<file path="config.mk">
export PLATFORM = sky130hd
export DESIGN_NAME = led_pattern_ctrl
export DESIGN_NICKNAME = d
export VERILOG_FILES = /design/src/rtl/led_ctrl_pkg.sv /design/src/rtl/tick_gen.sv /design/src/rtl/led_pattern_ctrl.sv
export SDC_FILE = /design/constraint.sdc
export NUM_CORES = 1
export LEC_CHECK = 0
export ABC_CLOCK_PERIOD_IN_PS = 5400
export BUFFER_PORTS_ARGS = -buffer_cell sky130_fd_sc_hd__buf_2
export CAP_MARGIN = 0
export CORE_AREA = 2 2 83 85
export CTS_CLUSTER_SIZE = 24
export DETAILED_ROUTE_END_ITERATION = 7
export DIE_AREA = 0 0 85 87
export GPL_ROUTABILITY_DRIVEN = 0
export GPL_TIMING_DRIVEN = 0
export PLACE_DENSITY = 0.76
export SYNTH_ARGS = -nofsm -noshare
export SYNTH_HDL_FRONTEND = slang
export SYNTH_HIERARCHICAL = 1
export SYNTH_SLANG_ARGS = --single-unit
</file>
<file path="constraint.sdc">
create_clock -name CLK -period 5.4 [get_ports CLK]
set_input_delay 0.54 -clock CLK [delete_from_list [all_inputs] [get_ports CLK]]
set_output_delay 0.54 -clock CLK [all_outputs]
set_load 0.005 [all_outputs]
</file>
<file path="src/rtl/led_ctrl_pkg.sv">
// rtl/led_ctrl_pkg.sv - mode encoding shared by the LED pattern controller
package led_ctrl_pkg;

  localparam int MODE_W = 2;

  typedef enum logic [MODE_W-1:0] {
    MODE_MIRROR  = 2'd0,
    MODE_BLINK   = 2'd1,
    MODE_CHASE   = 2'd2,
    MODE_BREATHE = 2'd3
  } mode_t;

endpackage

</file>
<file path="src/rtl/tick_gen.sv">
// rtl/tick_gen.sv - free-running divider giving a one-cycle tick enable every TICK_DIV clocks
module tick_gen #(
  parameter int TICK_DIV = 4096
) (
  input  logic CLK,
  input  logic reset,
  output logic tick
);

  localparam int CW = $clog2(TICK_DIV);
  localparam logic [CW-1:0] LAST = CW'(TICK_DIV - 1);

  logic [CW-1:0] cnt;

  always_ff @(posedge CLK) begin
    if (!reset)           cnt <= '0;
    else if (cnt == LAST) cnt <= '0;
    else                  cnt <= cnt + CW'(1);
  end

  assign tick = (cnt == LAST);

endmodule

</file>
<file path="src/rtl/led_pattern_ctrl.sv">
// rtl/led_pattern_ctrl.sv - two-button mode selector driving mirror/blink/chase/breathe LED patterns
module led_pattern_ctrl
  import led_ctrl_pkg::*;
#(
  parameter int N_LED         = 4,
  parameter int TICK_DIV      = 4096,
  parameter int LOCKOUT_TICKS = 16384,
  parameter int HALF_PERIOD   = 12207,
  parameter int PWM_BITS      = 8
) (
  input  logic              CLK,
  input  logic              reset,
  input  logic              BUT1,
  input  logic              BUT2,
  output logic [N_LED-1:0]  LED,
  output logic [MODE_W-1:0] mode
);

  localparam int HP_W  = (HALF_PERIOD > 1) ? $clog2(HALF_PERIOD) : 1;
  localparam int LK_W  = $clog2(LOCKOUT_TICKS + 1);
  localparam int POS_W = $clog2(N_LED);

  localparam logic [HP_W-1:0]     HP_LAST  = HP_W'(HALF_PERIOD - 1);
  localparam logic [LK_W-1:0]     LK_MAX   = LK_W'(LOCKOUT_TICKS);
  localparam logic [POS_W-1:0]    POS_LAST = POS_W'(N_LED - 1);
  localparam logic [PWM_BITS-1:0] DUTY_MAX = {PWM_BITS{1'b1}};

  logic tick;

  tick_gen #(.TICK_DIV(TICK_DIV)) u_tick (
    .CLK   (CLK),
    .reset (reset),
    .tick  (tick)
  );

  logic b1_meta, b1_sync, b2_meta, b2_sync;

  always_ff @(posedge CLK) begin
    if (!reset) begin
      b1_meta <= 1'b1;
      b1_sync <= 1'b1;
      b2_meta <= 1'b1;
      b2_sync <= 1'b1;
    end else begin
      b1_meta <= BUT1;
      b1_sync <= b1_meta;
      b2_meta <= BUT2;
      b2_sync <= b2_meta;
    end
  end

  mode_t               mode_q, mode_d;
  logic [LK_W-1:0]     lock_q, lock_d;
  logic [HP_W-1:0]     hp_q, hp_d;
  logic                phase_q, phase_d;
  logic [POS_W-1:0]    pos_q, pos_d;
  logic                dir_down_q, dir_down_d;
  logic [PWM_BITS-1:0] duty_q, duty_d;
  logic                duty_down_q, duty_down_d;
  logic [PWM_BITS-1:0] pwm_q, pwm_d;
  logic                b1_prev_q, b1_prev_d;
  logic [N_LED-1:0]    led_d;
  logic                expired, change;

  always_ff @(posedge CLK) begin
    if (!reset) begin
      mode_q      <= MODE_BLINK;
      lock_q      <= '0;
      hp_q        <= '0;
      phase_q     <= 1'b0;
      pos_q       <= '0;
      dir_down_q  <= 1'b0;
      duty_q      <= '0;
      duty_down_q <= 1'b0;
      pwm_q       <= '0;
      b1_prev_q   <= 1'b1;
      LED         <= '0;
    end else begin
      mode_q      <= mode_d;
      lock_q      <= lock_d;
      hp_q        <= hp_d;
      phase_q     <= phase_d;
      pos_q       <= pos_d;
      dir_down_q  <= dir_down_d;
      duty_q      <= duty_d;
      duty_down_q <= duty_down_d;
      pwm_q       <= pwm_d;
      b1_prev_q   <= b1_prev_d;
      LED         <= led_d;
    end
  end

  always_comb begin
    mode_d      = mode_q;
    lock_d      = lock_q;
    hp_d        = hp_q;
    phase_d     = phase_q;
    pos_d       = pos_q;
    dir_down_d  = dir_down_q;
    duty_d      = duty_q;
    duty_down_d = duty_down_q;
    pwm_d       = pwm_q + PWM_BITS'(1);
    b1_prev_d   = b1_prev_q;
    expired     = (lock_q == LK_MAX);
    change      = tick && !b1_sync && !b2_sync && expired;

    if (tick) begin
      b1_prev_d = b1_sync;
      if (change) begin
        // pattern state restarts; chase direction deliberately survives
        mode_d      = mode_t'(mode_q + MODE_W'(1));
        lock_d      = '0;
        hp_d        = '0;
        phase_d     = 1'b0;
        pos_d       = '0;
        duty_d      = '0;
        duty_down_d = 1'b0;
      end else begin
        if (!expired) lock_d = lock_q + LK_W'(1);
        if (!b1_sync && b2_sync && b1_prev_q) dir_down_d = ~dir_down_q;

        if (hp_q == HP_LAST) begin
          hp_d    = '0;
          phase_d = ~phase_q;
          if (dir_down_q) pos_d = (pos_q == '0) ? POS_LAST : pos_q - POS_W'(1);
          else            pos_d = (pos_q == POS_LAST) ? '0 : pos_q + POS_W'(1);
        end else begin
          hp_d = hp_q + HP_W'(1);
        end

        if (!duty_down_q) begin
          if (duty_q == DUTY_MAX) begin
            duty_d      = duty_q - PWM_BITS'(1);
            duty_down_d = 1'b1;
          end else begin
            duty_d = duty_q + PWM_BITS'(1);
          end
        end else begin
          if (duty_q == '0) begin
            duty_d      = PWM_BITS'(1);
            duty_down_d = 1'b0;
          end else begin
            duty_d = duty_q - PWM_BITS'(1);
          end
        end
      end
    end

    led_d = '0;
    case (mode_q)
      MODE_MIRROR: begin
        led_d[0] = ~b1_sync;
        led_d[1] = ~b2_sync;
      end
      MODE_BLINK: begin
        for (int i = 0; i < N_LED; i++) led_d[i] = (i % 2 == 0) ? phase_q : ~phase_q;
      end
      MODE_CHASE:   led_d = N_LED'(1) << pos_q;
      MODE_BREATHE: led_d = {N_LED{pwm_q < duty_q}};
      default:      led_d = '0;
    endcase
  end

  assign mode = mode_q;

endmodule

</file>
==> results of run 1 <==
## final cells by class
cell class | instances | area, um^2 | area share [%]
Timing Repair Buffer | 9 | 45.04 | 1.091
Sequential cell | 73 | 1461 | 35.39
Clock inverter | 5 | 56.30 | 1.364
Buffer | 15 | 93.84 | 2.273
Clock buffer | 11 | 131.4 | 3.182
Multi-Input combinational cell | 326 | 2147 | 52.00
Tap cell | 80 | 100.1 | 2.424
Inverter | 25 | 93.84 | 2.273
## sequential cells by signal (all words and copies together), names as in the netlist, 2 cells and up
name and flops:
LED 4, duty_q 8, hp_q 14, lock_q 15, mode 2, pos_q 2, pwm_q 8, u_tick/cnt 12
## metrics by stage
step | instance area [um^2] | util (%) | std cells | hold WS [ns]
after global placement | 3941 | 60.00 | 528 | 0.3904
after detailed placement | 3941 | 60.00 | 528 | 0.4003
after global routing | 4129 | 62.86 | 544 | 0.3551
final | 4129 | 62.86 | 544 | 0.3742
after CTS | 4129 | 62.86 | 544 | 0.3650
after floorplan | 3796 | - | 439 | 0.3863
## report_power, final
group | internal (mW) | total, mW | leakage, nW | switching [mW]
logic | 0.0110 | 0.0277 | 0.798 | 0.0166
registers | 0.544 | 0.549 | 0.591 | 0.00484
clock network | 0.213 | 0.412 | 0.0933 | 0.199
total | 0.768 | 0.989 | 1.48 | 0.221
## worst paths after layout
| path | startpoint | to | cells past startpoint |
|---|---|---|---|
| min | BUT1 | b1_meta$_SDFF_PN1_ | 2 |
| max reg2reg | u_tick/cnt[0]$_SDFF_PP0_ | lock_q[7]$_SDFFE_PN0P_ | 10 |
| max | u_tick/cnt[0]$_SDFF_PP0_ | lock_q[7]$_SDFFE_PN0P_ | 10 |
| min reg2reg | b1_meta$_SDFF_PN1_ | b1_sync$_SDFF_PN1_ | 1 |
## worst register-to-register path, stage by stage (launching register included)
cell and delay [ns]:
dfxtp_1 0.37, ha_1 0.26, nand3_2 0.17, nor3_1 0.35, inv_2 0.19, nor3_1 0.29
clkbuf_1 0.38, nand2_1 0.32, nand2_1 0.22, clkbuf_1 0.36, nor2_1 0.10
## kinds of logic after synthesis
family / share of synthesized area (%)
AOI/OAI and AO/OA: 13.35
xor gates and xnor gates: 8.767
DFF: 38.50
and+or+nand+nor: 26.27
buffers and inverters: 4.944
muxes: 0.2637
adders and majority gates: 7.910
## routing by layer
metal | vias to the layer above | track usage, % | routed length [um]
met5 | - | 0 | 0
met4 | 0 | 8.081 | 186
met3 | 23 | 7.109 | 481
met2 | 88 | 35.58 | 3479
met1 | 1487 | 27.42 | 3606
li1 | 1602 | - | -
## synth_stat cells, types with 6 or more instances
cell	number	area (um^2)
and2_1	8	50.05
nand4_1	17	106.4
o21ai_0	17	85.08
nor2_1	45	168.9
a21oi_1	20	100.1
inv_1	24	90.09
or3_1	6	37.54
xor2_1	21	183.9
nand3_1	21	105.1
nand2_1	29	108.9
nor4_1	8	50.05
dfxtp_1	73	1461
clkbuf_1	10	37.54
ha_1	24	300.3
nand2b_1	7	43.79
xnor2_1	17	148.9
nor3_1	12	60.06
## cell usage in the layout, fill, tap and decap left out, types with 10 or more instances in the layout
master,instances
dfxtp_1,73
nor2_1,45
nand2_1,29
inv_1,24
ha_1,24
nand3_1,21
xor2_1,21
a21oi_1,20
nand4_1,17
xnor2_1,17
o21ai_0,17
clkbuf_1,12
nor3_1,12
clkbuf_8,11
buf_2,10
==> results.json, run 1 <==
{
  "status": "finished, final reports clean",
  "cts_setup_buffers": 0,
  "area_growth_pct": 8.767,
  "min_period_ns": 3.127,
  "cts_tree": "built",
  "crit_buf_inv": 3,
  "cts_sinks": 73,
  "crit_type": "reg2reg",
  "post-dp-hpwl_mm": 5.551,
  "hold_path.class": "in2reg",
  "clock.fmax_mhz": 319.8,
  "drive_gt1_share_pct": 9.052,
  "slowest_stage": "clkbuf_1",
  "vdd_ir_drop_max_v": 0.0002183,
  "crit_path_max_fanout": 10,
  "drc": 0,
  "io_pins": 10,
  "relSlewSlack_pct": 48.38,
  "cp_cell_sequence": "ha_1 -> nand3_2 -> nor3_1 -> inv_2 -> nor3_1 -> clkbuf_1 -> nand2_1 -> nand2_1 -> clkbuf_1 -> nor2_1",
  "cts_hold_buf": 0,
  "ys_types": 59,
  "async_flop_share_pct": 0,
  "n_antenna_cell": 0,
  "netlist_area_mm2": 0.003796,
  "cts_max_path_buffers": 2,
  "dp_slack_ns": 2.286,
  "grt-ovfl-total": 0,
  "synth-edff-count": 0,
  "rows": 30,
  "reg2reg_setup_slack_ns": 2.27,
  "seq_area_frac_synth_pct": 38.50,
  "core_area_mm2": 0.006569,
  "worst_pin_slew_ns": 0.7642,
  "rsz0062_at_grt": "false",
  "ys_ff_latch": 73,
  "wire_per_inst_um": 14.25,
  "syn_avg_cell_area_um2": 8.647,
  "ys.flop_type": "dfxtp_1",
  "antenna_found_initial": 0,
  "required_ns": 5.61,
  "die-area_mm2": 0.007395,
  "cap_viol_max_count": 0,
  "setup_ws_ns": 2.273,
  "setup_viol": 0,
  "p_leak_nw": 1.482,
  "via_count": 3200,
  "min_period_over_period_pct": 57.91,
  "grt_max_degree": 13,
  "ys_warn_count": 6,
  "clk_latency_ns": 0.34,
  "grt_usage_pct": 21.96,
  "firstDrtPassIters": 4,
  "clock-root-buffer": "clkbuf_8",
  "p_total_mw": 0.9888,
  "critPathTopFamily": "simple AND/OR/NAND/NOR gates",
  "clk_pin_slew_ns": 0.08,
  "hold_viol_final": 0,
  "ant_nets": 0,
  "drt_iter0_drc": 204,
  "cts_resized": 0,
  "finalSetupTns_ns": 0,
  "routed_wl_mm": 7.753,
  "nFillCells": 592,
  "crit_path_max_incr_delay_ns": 0.38,
  "finalMaxSlewViolations": 0,
  "grt_pass1_vias": 2912,
  "clock_skew_ns": 0.01057,
  "port_buffers": 9,
  "cts_made_buffers": 9,
  "syn_nets": 467,
  "fp.dieW_um": 85,
  "start_kind": "register",
  "grt_pass1_wl_mm": 13.05,
  "power_density_mw_per_mm2": 239.5,
  "fin_nets": 487,
  "start_util_pct": 57.79,
  "viasPerCell": 5.882,
  "crit_path_end_kind": "register",
  "htreeDepth": 3,
  "die_h_um": 87,
  "cp.arrival_ns": 3.34,
  "synthCells": 439
}
No activity file was read; power rests on OpenSTA's default activity.
==> run 2, diff against run 1 <==
--- a/config.mk
+++ b/config.mk
@@ -5,16 +5,16 @@
 export SDC_FILE = /design/constraint.sdc
 export NUM_CORES = 1
 export LEC_CHECK = 0
-export ABC_CLOCK_PERIOD_IN_PS = 5400
+export ABC_CLOCK_PERIOD_IN_PS = 2700
 export BUFFER_PORTS_ARGS = -buffer_cell sky130_fd_sc_hd__buf_2
 export CAP_MARGIN = 0
-export CORE_AREA = 2 2 83 85
+export CORE_AREA = 2 2 86 88
 export CTS_CLUSTER_SIZE = 24
 export DETAILED_ROUTE_END_ITERATION = 7
-export DIE_AREA = 0 0 85 87
+export DIE_AREA = 0 0 88 90
 export GPL_ROUTABILITY_DRIVEN = 0
 export GPL_TIMING_DRIVEN = 0
-export PLACE_DENSITY = 0.76
+export PLACE_DENSITY = 0.74
 export SYNTH_ARGS = -nofsm -noshare
 export SYNTH_HDL_FRONTEND = slang
 export SYNTH_HIERARCHICAL = 1
==> constraint.sdc (replaced) <==
create_clock -name CLK -period 2.7 [get_ports CLK]
set_input_delay 0.27 -clock CLK [delete_from_list [all_inputs] [get_ports CLK]]
set_output_delay 0.27 -clock CLK [all_outputs]
set_load 0.005 [all_outputs]
==> run 2 against run 1 <==
Against the previous run: via count decreased by 2.3%; critical path depth decreased by 1; first-iteration DRC count decreased by 11%; sequential power increased by 100%; largest cell class unchanged; highest routed layer unchanged.
==> results.json, run 2 (synthesis results as in run 1) <==
{
  "max_flop_register": "lock_q",
  "cts_made_buffers": 9,
  "setup_viol": 0,
  "min_period_ns": 2.414,
  "n_antenna_cell": 0,
  "clk_pin_slew_ns": 0.08,
  "grt_usage_pct": 21.55,
  "clock-root-buffer": "clkbuf_8",
  "vdd_ir_drop_max_v": 0.0002325,
  "power_density_mw_per_mm2": 475.9,
  "place_inst": 547,
  "final_cell_mix": "dfxtp_1, nor2_1, nand2_1",
  "grt_max_degree": 14,
  "io_pins": 10,
  "htreeDepth": 3,
  "grt_pass1_wl_mm": 13.67,
  "routed_wl_mm": 7.844,
  "hold_path.class": "in2reg",
  "rsz0062_at_grt": "false",
  "top_regs": "lock_q: 15 flops, hp_q: 14 flops, u_tick/cnt: 12 flops",
  "grt-ovfl-total": 0,
  "final_area_mm2": 0.004208,
  "placed_area_mm2": 0.003965,
  "p_leak_nw": 1.530,
  "drc": 0,
  "post-dp-hpwl_mm": 5.690,
  "die_h_um": 90,
  "wire_per_inst_um": 13.93,
  "p_total_mw": 2.003,
  "die-area_mm2": 0.007920,
  "final_common_cell": "dfxtp_1",
  "clock.fmax_mhz": 414.3,
  "largest_reg_flops": 15,
  "rows": 31,
  "start_util_pct": 54.07,
  "hold_path_depth": 2,
  "grt_pass1_vias": 2980,
  "finalSetupTns_ns": 0,
  "area_growth_pct": 10.84,
  "drt_iter0_drc": 182,
  "cts_setup_buffers": 0,
  "nFillCells": 620,
  "antenna_found_initial": 0,
  "clock_skew_ns": 0.01032,
  "firstDrtPassIters": 4,
  "clk_latency_ns": 0.35,
  "hold_viol_final": 0,
  "min_period_over_period_pct": 89.40,
  "fp.dieW_um": 88,
  "fin_cells": 563,
  "cts_hold_buf": 0,
  "worst_pin_slew_ns": 0.6728,
  "core_area_mm2": 0.007020,
  "cap_viol_max_count": 0,
  "start_kind": "register",
  "status": "finished, final reports clean",
  "drive_gt1_share_pct": 11.21,
  "relSlewSlack_pct": 54.51,
  "required_ns": 2.94,
  "crit_path_end_kind": "register",
  "crit_path_max_fanout": 10,
  "finalMaxSlewViolations": 0,
  "cts_sinks": 73,
  "ant_nets": 0,
  "viasPerCell": 5.551,
  "cts_tree": "built",
  "r2r_cells": 9,
  "fin_nets": 487,
  "cp.arrival_ns": 2.65,
  "via_count": 3125,
  "port_buffers": 9,
  "crit_type": "reg2reg",
  "cts_max_path_buffers": 2
}
[run 2: changes by cell type in the layout (fill, tap and decap cells not counted), moves of 2 or more]
cell / previous run / this run
clkbuf_1: 12 / 7
clkbuf_2: 0 / 2
clkbuf_4: 0 / 2
nor3_1: 12 / 9
nor3_4: 0 / 2
[run 2: stage by stage]
stage	util (%)	setup WS [ns]	hold slack [ns]
2_1_floorplan	-	0.2891	0.3715
3_3_place_gp	56.48	-0.4698	0.3920
3_5_place_dp	56.48	-0.4840	0.4026
4_1_cts	59.58	0.05155	0.1096
5_1_grt	59.94	0.06453	0.1260
6_report	59.94	0.2863	0.1135
[run 2: final cells by class]
type / instances / area (um^2) / share of cell area (%)
Buffer: 15 / 103.9 / 2.468
Clock buffer: 10 / 127.6 / 3.033
Clock inverter: 6 / 67.56 / 1.606
Inverter: 25 / 93.84 / 2.230
Multi-Input combinational cell: 326 / 2185 / 51.92
Sequential cell: 73 / 1461 / 34.73
Tap cell: 99 / 123.9 / 2.944
Timing Repair Buffer: 9 / 45.04 / 1.070
[run 2: per-layer routing]
layer / share of wire (%) / up-vias / global-route usage, %
met5: 0 / - / 0
met4: 1.7 / 0 / 8.205
met3: 3.5 / 13 / 3.306
met2: 47 / 52 / 34.79
met1: 47 / 1463 / 28.74
li1: - / 1597 / -
[run 2: report_power, final]
group	switching, mW	internal [mW]
sequential	0.00924	1.09
clock	0.419	0.430
combinational	0.0335	0.0230
total	0.462	1.54
[run 2: worst max-delay path, stage by stage (launching register included)]
cell,delay [ns]
dfxtp_1,0.41
nand4_1,0.16
buf_2,0.22
nor3_4,0.26
clkbuf_2,0.29
nand4_1,0.26
nor3_4,0.32
and3_1,0.20
xnor2_1,0.12
nor2_1,0.05
[run 2: repair_timing]
item,4_1_cts,5_1_grt
resized for setup,7,9
endpoints found under the setup margin,32,21
pin swaps,0,1
[run 2: worst paths after layout]
check / startpoint / end / slack [ns]
setup reg to reg: u_tick/cnt[3]$_SDFF_PP0_ / hp_q[9]$_SDFFE_PN0P_ / 0.29
hold reg to reg: b2_meta$_SDFF_PN1_ / b2_sync$_SDFF_PN1_ / 0.42
setup / recovery: u_tick/cnt[3]$_SDFF_PP0_ / hp_q[9]$_SDFFE_PN0P_ / 0.29
hold / removal: BUT1 / b1_meta$_SDFF_PN1_ / 0.11
==> run 3, diff against run 2 <==
--- a/config.mk
+++ b/config.mk
@@ -5,13 +5,12 @@
 export SDC_FILE = /design/constraint.sdc
 export NUM_CORES = 1
 export LEC_CHECK = 0
-export ABC_CLOCK_PERIOD_IN_PS = 2700
 export BUFFER_PORTS_ARGS = -buffer_cell sky130_fd_sc_hd__buf_2
 export CAP_MARGIN = 0
-export CORE_AREA = 2 2 86 88
+export CORE_AREA = 2 2 82 92
 export CTS_CLUSTER_SIZE = 24
 export DETAILED_ROUTE_END_ITERATION = 7
-export DIE_AREA = 0 0 88 90
+export DIE_AREA = 0 0 84 94
 export GPL_ROUTABILITY_DRIVEN = 0
 export GPL_TIMING_DRIVEN = 0
 export PLACE_DENSITY = 0.74
==> run 3 against run 2 <==
Against the previous run: combinational power decreased by 2%; clock skew decreased by 0.00070 ns; first-iteration DRC count increased by 40%; total power increased by 1.6%; global-route usage decreased by 0.44 points; worst setup slack got worse by 0.085 ns; worst hold slack got worse by 0.011 ns; critical endpoint unchanged; largest cell class unchanged; highest routed layer unchanged.
==> results.json, run 3 (synthesis results as in run 1) <==
{
  "status": "finished, final reports clean",
  "final_common_cell": "dfxtp_1",
  "relSlewSlack_pct": 49.62,
  "start_util_pct": 54.80,
  "r2r_end": "hp_q[9]$_SDFFE_PN0P_",
  "area_growth_pct": 10.02,
  "drc": 0,
  "p_leak_nw": 1.498,
  "clock-root-buffer": "clkbuf_8",
  "hold_viol_final": 0,
  "hold_ws_ns": 0.1020,
  "slowest_stage": "dfxtp_1",
  "min_period_ns": 2.499,
  "cts_tree": "built",
  "start_kind": "register",
  "post-dp-hpwl_mm": 5.805,
  "fp.dieW_um": 84,
  "clk_latency_ns": 0.35,
  "viasPerCell": 5.783,
  "firstDrtPassIters": 6,
  "setup_viol": 0,
  "crit_path_end_kind": "register",
  "setup_ws_ns": 0.2010,
  "required_ns": 2.94,
  "largest_reg_flops": 15,
  "vdd_ir_drop_max_v": 0.0004624,
  "clk_pin_slew_ns": 0.08,
  "grt-ovfl-total": 0,
  "rsz0062_at_grt": "false",
  "cts_setup_buffers": 0,
  "die-area_mm2": 0.007896,
  "final_area_mm2": 0.004177,
  "drive_gt1_share_pct": 11.21,
  "via_count": 3175,
  "max_flop_register": "lock_q",
  "clock.fmax_mhz": 400.2,
  "worst-path-stages": 9,
  "rows": 32,
  "wire_per_inst_um": 14.51,
  "antenna_found_initial": 0,
  "hold_path_depth": 2,
  "n_antenna_cell": 0,
  "drt_iter0_drc": 255,
  "top_regs": "lock_q: 15 flops, hp_q: 14 flops, u_tick/cnt: 12 flops",
  "clock_skew_ns": 0.009617,
  "placed_area_mm2": 0.003948,
  "io_pins": 10,
  "nFillCells": 625,
  "crit_buf_inv": 1,
  "port_buffers": 9,
  "die_h_um": 94,
  "worstReg2RegStart": "u_tick/cnt[0]$_SDFF_PP0_",
  "worstHoldEndpoint": "b1_meta$_SDFF_PN1_",
  "cap_viol_max_count": 0,
  "cp_common_cell": "nor3_2",
  "grt_pass1_vias": 3002,
  "final_util_pct": 60.30,
  "htreeDepth": 3,
  "cp.arrival_ns": 2.74,
  "ant_nets": 0,
  "reg2reg_setup_slack_ns": 0.20,
  "crit_path_max_incr_delay_ns": 0.37,
  "cts_sinks": 73,
  "hold_path.class": "in2reg",
  "grt_max_degree": 14,
  "grt_usage_pct": 21.12,
  "final_cell_mix": "dfxtp_1, nor2_1, nand2_1",
  "crit_type": "reg2reg",
  "critPathTopFamily": "simple AND/OR/NAND/NOR gates",
  "finalMaxSlewViolations": 0,
  "power_density_mw_per_mm2": 487.3,
  "min_period_over_period_pct": 92.55,
  "crit_path_max_fanout": 10,
  "routed_wl_mm": 7.968,
  "core_area_mm2": 0.006927,
  "cp_cell_sequence": "ha_1 -> nand3_2 -> nor3_2 -> clkbuf_2 -> nand4_1 -> nor3_2 -> and3_1 -> xnor2_1 -> nor2_1",
  "fin_nets": 487,
  "hp-start": "BUT1",
  "grt_pass1_wl_mm": 13.50,
  "r2r_cells": 9,
  "dp_slack_ns": -0.5056,
  "cts_made_buffers": 9,
  "cts_max_path_buffers": 2,
  "worst_pin_slew_ns": 0.7459
}
## run 3: cell types whose count changed in the layout (fill, tap and decap cells not counted), sizes merged
cell / change
buf: +1
clkbuf: -1
clkinv: -1
clkinvlp: +1
## run 3: per-layer routing
| metal | GRT usage, % | vias up | part of all wire (%) |
|---|---|---|---|
| met2 | 36.60 | 74 | 48 |
| met3 | 4.394 | 18 | 4.7 |
| li1 | - | 1598 | - |
| met4 | 9.409 | 0 | 2.1 |
| met1 | 25.23 | 1485 | 45 |
| met5 | 0 | - | 0 |
## run 3: repair_timing
action	CTS	global route
setup endpoints to repair	34	22
resized for setup	5	7
hold buffers	0	0
## run 3: power breakdown
part           switching (mW)  total [mW]  internal (mW)  leakage [nW]
Combinational          0.0332      0.0557         0.0225         0.812
Sequential            0.00998        1.10           1.09         0.591
Clock                   0.429       0.882          0.453        0.0949
## run 3: final cells by class
type                    count  area (um^2)  share of cell area [%]
flip-flops and latches     73         1461                   34.99
clock inverters             6        66.31                   1.588
well taps                  85        106.4                   2.546
multi-input cells         326         2165                   51.83
inverters                  25        93.84                   2.247
clock buffers              10        137.6                   3.295
plain buffers              15        101.3                   2.427
repair buffers              9        45.04                   1.078
## run 3: worst max-delay path by stage
stage | end | start
floorplan | lock_q[10]$_SDFFE_PN0P_ | u_tick/cnt[0]$_SDFF_PP0_
global placement | lock_q[13]$_SDFFE_PN0P_ | u_tick/cnt[0]$_SDFF_PP0_
detailed placement | lock_q[8]$_SDFFE_PN0P_ | u_tick/cnt[0]$_SDFF_PP0_
CTS | hp_q[3]$_SDFFE_PN0P_ | u_tick/cnt[0]$_SDFF_PP0_
global route | hp_q[9]$_SDFFE_PN0P_ | u_tick/cnt[3]$_SDFF_PP0_
finish | hp_q[9]$_SDFFE_PN0P_ | u_tick/cnt[0]$_SDFF_PP0_
## run 3: through the flow
stage               instances  TNS [ns]  total power, mW
floorplan                 439         0            1.159
global placement          533    -5.490            1.176
detailed placement        533    -7.609            1.179
CTS                       549         0            2.053
global route              549         0            2.102
finish                    549         0            2.035
